`config.mk`:
```
export PLATFORM = sky130hd
export DESIGN_NAME = vga_timing_gen
export DESIGN_NICKNAME = d
export VERILOG_FILES = /design/src/rtl/vga_pkg.sv /design/src/rtl/pix_strobe.sv /design/src/rtl/vga_timing_gen.sv
export SDC_FILE = /design/constraint.sdc
export NUM_CORES = 1
export LEC_CHECK = 0
export BUFFER_PORTS_ARGS = -buffer_cell sky130_fd_sc_hd__buf_2
export CAP_MARGIN = 5
export CELL_PAD_IN_SITES_DETAIL_PLACEMENT = 1
export CELL_PAD_IN_SITES_GLOBAL_PLACEMENT = 1
export CORE_MARGIN = 8
export CORE_UTILIZATION = 38
export CTS_CLUSTER_DIAMETER = 30
export CTS_CLUSTER_SIZE = 24
export DETAILED_ROUTE_END_ITERATION = 7
export GPL_ROUTABILITY_DRIVEN = 0
export HOLD_SLACK_MARGIN = 0.08
export MAX_ROUTING_LAYER = met4
export PLACE_DENSITY_LB_ADDON = 0.1
export SLEW_MARGIN = 20
export SYNTH_ARGS = -nofsm -noshare
export SYNTH_HDL_FRONTEND = slang
export SYNTH_SLANG_ARGS = --single-unit
```
`constraint.sdc`:
```
create_clock -name clk -period 2.2 [get_ports clk]
set_input_delay 0.44 -clock clk [delete_from_list [all_inputs] [get_ports clk]]
set_output_delay 0.44 -clock clk [all_outputs]
set_load 0.03 [all_outputs]
```
`src/rtl/vga_pkg.sv`:
```
// Shared timing defaults and types for the 640x480@60 Hz VGA path.
// Default segment lengths are in pixels (horizontal) and lines (vertical).
package vga_pkg;

    localparam int unsigned H_SYNC_DEF   = 96;
    localparam int unsigned H_BP_DEF     = 48;
    localparam int unsigned H_ACTIVE_DEF = 640;
    localparam int unsigned H_FP_DEF     = 16;

    localparam int unsigned V_SYNC_DEF   = 2;
    localparam int unsigned V_BP_DEF     = 33;
    localparam int unsigned V_ACTIVE_DEF = 480;
    localparam int unsigned V_FP_DEF     = 10;

    localparam int unsigned H_TOTAL     = H_SYNC_DEF + H_BP_DEF + H_ACTIVE_DEF + H_FP_DEF;
    localparam int unsigned V_TOTAL     = V_SYNC_DEF + V_BP_DEF + V_ACTIVE_DEF + V_FP_DEF;
    localparam int unsigned H_ACT_START = H_SYNC_DEF + H_BP_DEF;
    localparam int unsigned H_ACT_END   = H_ACT_START + H_ACTIVE_DEF - 1;
    localparam int unsigned V_ACT_START = V_SYNC_DEF + V_BP_DEF;
    localparam int unsigned V_ACT_END   = V_ACT_START + V_ACTIVE_DEF - 1;

    // {R[3:0], G[3:0], B[3:0]}
    typedef logic [11:0] rgb12_t;

endpackage

```
`src/rtl/pix_strobe.sv`:
```
// Pixel-rate strobe: one-clk pulse every CLK_DIV system clocks.
// With CLK_DIV=1 the strobe is constantly high.
module pix_strobe #(
    parameter int unsigned CLK_DIV = 4
) (
    input  logic clk,
    input  logic rst,
    output logic pix_en
);

    localparam int unsigned DW = (CLK_DIV > 1) ? $clog2(CLK_DIV) : 1;
    localparam logic [DW-1:0] DIV_LAST = DW'(CLK_DIV - 1);

    logic [DW-1:0] div;

    always_ff @(posedge clk or posedge rst) begin
        if (rst)
            div <= '0;
        else if (div == DIV_LAST)
            div <= '0;
        else
            div <= div + 1'b1;
    end

    assign pix_en = (div == DIV_LAST);

endmodule

```
`src/rtl/vga_timing_gen.sv`:
```
// VGA pixel timing: divider, h/v counters, active-window decode, frame tick
// and the registered sync/colour pin stage.
module vga_timing_gen
    import vga_pkg::*;
#(
    parameter int unsigned CLK_DIV  = 4,
    parameter int unsigned H_SYNC   = H_SYNC_DEF,
    parameter int unsigned H_BP     = H_BP_DEF,
    parameter int unsigned H_ACTIVE = H_ACTIVE_DEF,
    parameter int unsigned H_FP     = H_FP_DEF,
    parameter int unsigned V_SYNC   = V_SYNC_DEF,
    parameter int unsigned V_BP     = V_BP_DEF,
    parameter int unsigned V_ACTIVE = V_ACTIVE_DEF,
    parameter int unsigned V_FP     = V_FP_DEF
) (
    input  logic       clk,
    input  logic       rst,
    input  rgb12_t     rgb_in,
    output logic [9:0] hCount,
    output logic [9:0] vCount,
    output logic       bright,
    output logic       pix_en,
    output logic       frame_tick,
    output logic       hsync,
    output logic       vsync,
    output logic [3:0] vga_r,
    output logic [3:0] vga_g,
    output logic [3:0] vga_b
);

    localparam int unsigned H_TOT = H_SYNC + H_BP + H_ACTIVE + H_FP;
    localparam int unsigned V_TOT = V_SYNC + V_BP + V_ACTIVE + V_FP;

    localparam logic [9:0] H_LAST   = 10'(H_TOT - 1);
    localparam logic [9:0] V_LAST   = 10'(V_TOT - 1);
    localparam logic [9:0] H_SYN_HI = 10'(H_SYNC);
    localparam logic [9:0] V_SYN_HI = 10'(V_SYNC);
    localparam logic [9:0] H_ACT_LO = 10'(H_SYNC + H_BP);
    localparam logic [9:0] H_ACT_HI = 10'(H_SYNC + H_BP + H_ACTIVE - 1);
    localparam logic [9:0] V_ACT_LO = 10'(V_SYNC + V_BP);
    localparam logic [9:0] V_ACT_HI = 10'(V_SYNC + V_BP + V_ACTIVE - 1);

    logic h_last;
    logic v_last;
    logic hsync_next;
    logic vsync_next;

    pix_strobe #(.CLK_DIV(CLK_DIV)) u_pix_strobe (
        .clk    (clk),
        .rst    (rst),
        .pix_en (pix_en)
    );

    always_comb begin
        h_last     = (hCount == H_LAST);
        v_last     = (vCount == V_LAST);
        bright     = (hCount >= H_ACT_LO) && (hCount <= H_ACT_HI) &&
                     (vCount >= V_ACT_LO) && (vCount <= V_ACT_HI);
        hsync_next = (hCount >= H_SYN_HI);
        vsync_next = (vCount >= V_SYN_HI);
        frame_tick = pix_en && h_last && v_last;
    end

    always_ff @(posedge clk or posedge rst) begin
        if (rst) begin
            hCount <= '0;
            vCount <= '0;
        end else if (pix_en) begin
            if (h_last) begin
                hCount <= '0;
                vCount <= v_last ? '0 : vCount + 10'd1;
            end else begin
                hCount <= hCount + 10'd1;
            end
        end
    end

    // Sync and colour share one capture so the pins stay mutually aligned;
    // blanking is forced here regardless of what the draw logic supplies.
    always_ff @(posedge clk or posedge rst) begin
        if (rst) begin
            hsync <= 1'b1;
            vsync <= 1'b1;
            vga_r <= '0;
            vga_g <= '0;
            vga_b <= '0;
        end else if (pix_en) begin
            hsync <= hsync_next;
            vsync <= vsync_next;
            {vga_r, vga_g, vga_b} <= bright ? rgb_in : '0;
        end
    end

endmodule

```
# Yosys cells after proc, flatten, opt, wreduce, memory -nomap -nowiden
# Index checks and enable logic that the tools add are counted.
# totals
regBits	36
in_bits	14
out_inout_bits	37
word_cells	30
# op_classes
n_addsub	3
magnitude_cmp	6
eq_ne	3
n_mux	4
n_reduce_logical	6
# op_table
op	n
10-bit by 1-bit adder with 10-bit output, second input constant	2
10-bit == test, second input constant	2
10-bit <= comparator, second input constant	2
10-bit 2-to-1 mux	2
12-bit 2-to-1 mux	1
10-bit by 2-bit >= comparator with 1-bit output, second input constant	1
10-bit by 6-bit >= comparator with 1-bit output, second input constant	1
10-bit by 7-bit >= comparator with 1-bit output, second input constant	1
10-bit by 8-bit >= comparator with 1-bit output, second input constant	1
1-bit logical AND	5
2-bit by 1-bit adder with 2-bit output, second input constant	1
2-bit == test, second input constant	1
2-bit 2-to-1 mux	1
2-bit AND reduction	1

# Depth between registers and ports, before layout
# logic_depth
ltp_word	5
mapped_depth	8
ltp_nobuf	6

# Modules after synthesis
# A second synthesis with hierarchy kept.
# hier_totals
cells_unflattened	167
hier_area_um2	1833.0
# modules_own_cells
module	n_inst	cells_each	area_per_inst_um2	seq_area_each_um2
vga_timing_gen	1	162	1762.9	853.3
pix_strobe	1	5	70.1	50.0

# Worst setup path before layout
# Ideal clock, no wire load.
# synth_path
path_kind	flip-flop to output port
from	register u_pix_strobe.div[0]
to	output port frame_tick
arrival_ps	1694
t_required_ps	1760
setup_slack_ps	66
stages_incl_launch_ff	6
n_path_buf	1
path_cell_list	dfrtp_1 > ha_1 > buf_4 > and4bb_1 > nand4b_1 > nor2_1
# synth_via
elab_chain_cells	3
# synth_rtl
item	line	text
from (decl)	pix_strobe.sv:14	logic [DW-1:0] div;
from (signal assigned)	pix_strobe.sv:22	div <= div + 1'b1;
2-bit == test	pix_strobe.sv:25	assign pix_en = (div == DIV_LAST);
via pix_en	vga_timing_gen.sv:22	output logic pix_en,
1-bit logical AND (2 in a row)	vga_timing_gen.sv:61	frame_tick = pix_en && h_last && v_last;
to (decl)	vga_timing_gen.sv:23	output logic frame_tick,
# The timed path passes the listed nets, and every way through them passes these cells.

# Worst setup path in the final report
# layout_path
from	register vCount[4]
to	output port bright
# layout_via
elab_chain_cells	3
word_cells_on_any_way	4
classes_between	2 x order compare; 2 x reduce/logical
# layout_rtl
item	line	text
from (decl)	vga_timing_gen.sv:20	output logic [9:0] vCount,
from (signal assigned)	vga_timing_gen.sv:71	vCount <= v_last ? '0 : vCount + 10'd1;
10-bit by 6-bit >= comparator with 1-bit output	vga_timing_gen.sv:58	(vCount >= V_ACT_LO) && (vCount <= V_ACT_HI);
1-bit logical AND	vga_timing_gen.sv:57	bright = (hCount >= H_ACT_LO) && (hCount <= H_ACT_HI) &&
1-bit logical AND (*)	vga_timing_gen.sv:58	
to (decl)	vga_timing_gen.sv:21	output logic bright,
# Mark *: on every way between the ends. The rest lies on a longest branch, timed or not.

==> flow_metrics.tcl <==
set metrics [dict create \
    grt_pass1_wl_um 8160 \
    drc 0 \
    synth.most_common_cell "dfrtp_1" \
    grt_start_max_net_pins 37 \
    r2r-start "vCount[2]$_DFFE_PP0P_" \
    clock-sinks 36 \
    cts_root_buf "clkbuf_8" \
    min_period_ps 2180 \
    relSlewSlack 0.678 \
    p_per_area_nw_per_um2 509 \
    syn-num-nets 193 \
    hold_slack_ps 267 \
    period_share 0.989 \
    synth-main-ff-cell "dfrtp_1" \
    clock_path_buffers 2 \
    cts_tree "done" \
    synth.top_cell.area_share 0.456 \
    ant_nets 0 \
    crit_path_max_fanout 8 \
    firstDrtPassIters 4 \
    vias 1528 \
    fin_total_pwr_mw 1.17 \
    sw_frac_of_total 0.214 \
    drive_gt1_frac 0.377 \
    nFillCells 562 \
    drtIter0Drc 45 \
    vdd_ir_drop_max_v 0.000223 \
    overflow 0 \
    ys_seq_area_frac 0.484 \
    p_switching_mw 0.251 \
    comb_power_share 0.022 \
    seq_area_sq_um 907 \
    multi_input_area_sq_um 856 \
    detail_route.wl_per_cell_um 16.4 \
    synth_edf_count 0 \
    startpoint_type "flop" \
    clkLatencyLatePin_ps 280 \
    die_area_sq_um 7410 \
    worstPathRequired_ps 1760 \
    dp_hpwl_um 3450 \
    regToRegSetupSlack_ps 460 \
    placed_cells 285 \
    ys_warn_count 0 \
    place_area_sq_um 2160 \
    track_usage 0.140 \
    layout.cells.non_filler 298 \
    numCtsBuffers 5 \
    clk_pin_slew_ps 70 \
    crit_arrival_ps 1740 \
    num_io_pins 51 \
    slew_violations 0 \
    skew_ps 4.62 \
    synth.avg_cell_area_sq_um 10.8 \
    p_int_mw 0.921 \
    fmax_mhz 460 \
    p_seq_frac 0.564 \
    leakage_nw 1.18 \
    r2r_cells 5 \
    outcome "finished clean" \
    cap_violations 0 \
    worst_r2r_endpoint "vga_g[3]$_DFFE_PP0P_" \
    synth.ff_latch_count 36 \
    netlist_instances 173 \
    h-tree-depth 2 \
    design_area_sq_um 2300 \
    clkPwrFrac 0.413 \
    area_delta_synth_final_pct 23.3 \
    synthTopCellsByCount "dfrtp_1 (34), nor2_1 (12), nand2_1 (10), nor2b_1 (10), a31o_1 (9)" \
    synth.distinct_cells 45 \
    core_sq_um 4720 \
    vias_per_cell 5.13 \
    setup_viol 0 \
    die_w_um 86.1 \
    rows 25 \
    hold_viol_final 0 \
    worstSetupPathType "flop to primary output" \
    fin_nets 250 \
    port-buffer-count 50 \
    worstMarginPinSlew_ps 483 \
    grt_pass1_vias 1588 \
    totalWireLength_um 4890 \
    antenna_found_initial 0 \
    synth.area.top_cells "dfrtp_1 (46%), a31o_1 (4.2%), ha_1 (4.0%)" \
    die_h_um 86.1 \
    start_util 0.395 \
    yosys.area.top_type "dfrtp_1" \
    diodes 0 \
    crit_path_end_kind "primary output" \
    hold_path_class "input port to asynchronous set/reset pin" \
    synth-async-reset-ratio 1.00 \
    mappedNetlistArea_sq_um 1870 \
]
-- metal layers --
layer	part of all wire	up-vias	wire length [um]	track usage
met2	0.48	36	2320	0.221
li1	-	729	-	-
met1	0.44	759	2170	0.166
met5	0	-	0	-
met4	0.0074	0	36	0.0334
met3	0.072	4	351	0.0506
-- worst max-delay path by stage --
stage               slack [ps]          to                          start
floorplan                   70  frame_tick  u_pix_strobe.div[0]$_DFF_PP0_
global placement           340  frame_tick          hCount[0]$_DFFE_PP0P_
detailed placement         280  frame_tick          vCount[1]$_DFFE_PP0P_
CTS                         10  frame_tick          vCount[1]$_DFFE_PP0P_
global route               -60      bright          vCount[4]$_DFFE_PP0P_
finish                      20      bright          vCount[4]$_DFFE_PP0P_
-- sequential cells by signal (all words and copies together) (netlist names) --
signal	count
hsync	1
vga_r	4
hCount	10
vCount	10
vga_b	4
vsync	1
vga_g	4
u_pix_strobe.div	2
-- layout by cell type, fill, tap and decap left out, types with 2 or more instances in the layout --
cell and n:
nor2b_1 10, dfrtp_2 3, dfstp_2 2, ha_1 6, a21oi_1 4, nor2_1 11, dfrtp_1 31, xnor2_1 8
nand3_1 5, or3_1 2, nand2_1 10, xor2_1 2, buf_4 12, and2b_1 2, a31o_1 9, mux2i_1 3
inv_1 6, and4_1 2, nand4_1 6, nor4_1 4, a31o_2 3, o21ai_0 4, buf_2 49, clkbuf_8 6
nor3_1 3, and3_1 3, a31oi_1 3, clkinv_2 2
-- metrics by stage --
step | setup WS (ps) | setup TNS [ps] | util
floorplan | 66.2 | 0 | -
global placement | 343 | 0 | 0.457
detailed placement | 278 | 0 | 0.457
CTS | 11.8 | 0 | 0.477
global route | -61.0 | -64.3 | 0.487
finish | 24.8 | 0 | 0.487
-- worst max-delay path, stage by stage, from the launching register on --
cell	delay, ps
dfrtp_1	470
nor3b_2	320
o2111ai_1	200
a21oi_2	230
buf_2	230
-- kinds of logic (layout without fill, tap and decap cells) --
family	count (synthesis)	in the layout	share of synthesized area
AOI/OAI and AO/OA	31	31	0.123
xor gates and xnor gates	10	10	0.0470
adders and majority gates	6	6	0.0402
buffers and inverters	18	76	0.0610
DFF	36	36	0.484
muxes	4	4	0.0241
and+or+nand+nor	68	68	0.220
-- layout make-up --
cell class	instances	share of cell area
Inverter	7	0.0114
Tap cell	67	0.0364
Clock inverter	2	0.00435
Multi-Input combinational cell	119	0.372
Timing Repair Buffer	61	0.146
Clock buffer	6	0.0359
Sequential cell	36	0.394
-- repair_timing --
action / 4_1_cts / 5_1_grt
setup endpoints to repair: 1 / 1
gates cloned: 0 / 0
hold buffers: 0 / 0
pin swaps: 0 / 1
buffers inserted: 0 / 5
resized for setup: 2 / 5
-- power by group through the flow --
| stage | sequential (mW) | combinational [mW] | clock (mW) |
|---|---|---|---|
| 6_report | 0.662 | 0.0260 | 0.484 |
| 2_1_floorplan | 0.674 | 0.00982 | 0 |
| 4_1_cts | 0.661 | 0.0273 | 0.503 |
| 3_3_place_gp | 0.674 | 0.0254 | 0 |
| 3_5_place_dp | 0.674 | 0.0273 | 0 |
| 5_1_grt | 0.661 | 0.0300 | 0.534 |
Power figures use the tool's default switching activity.
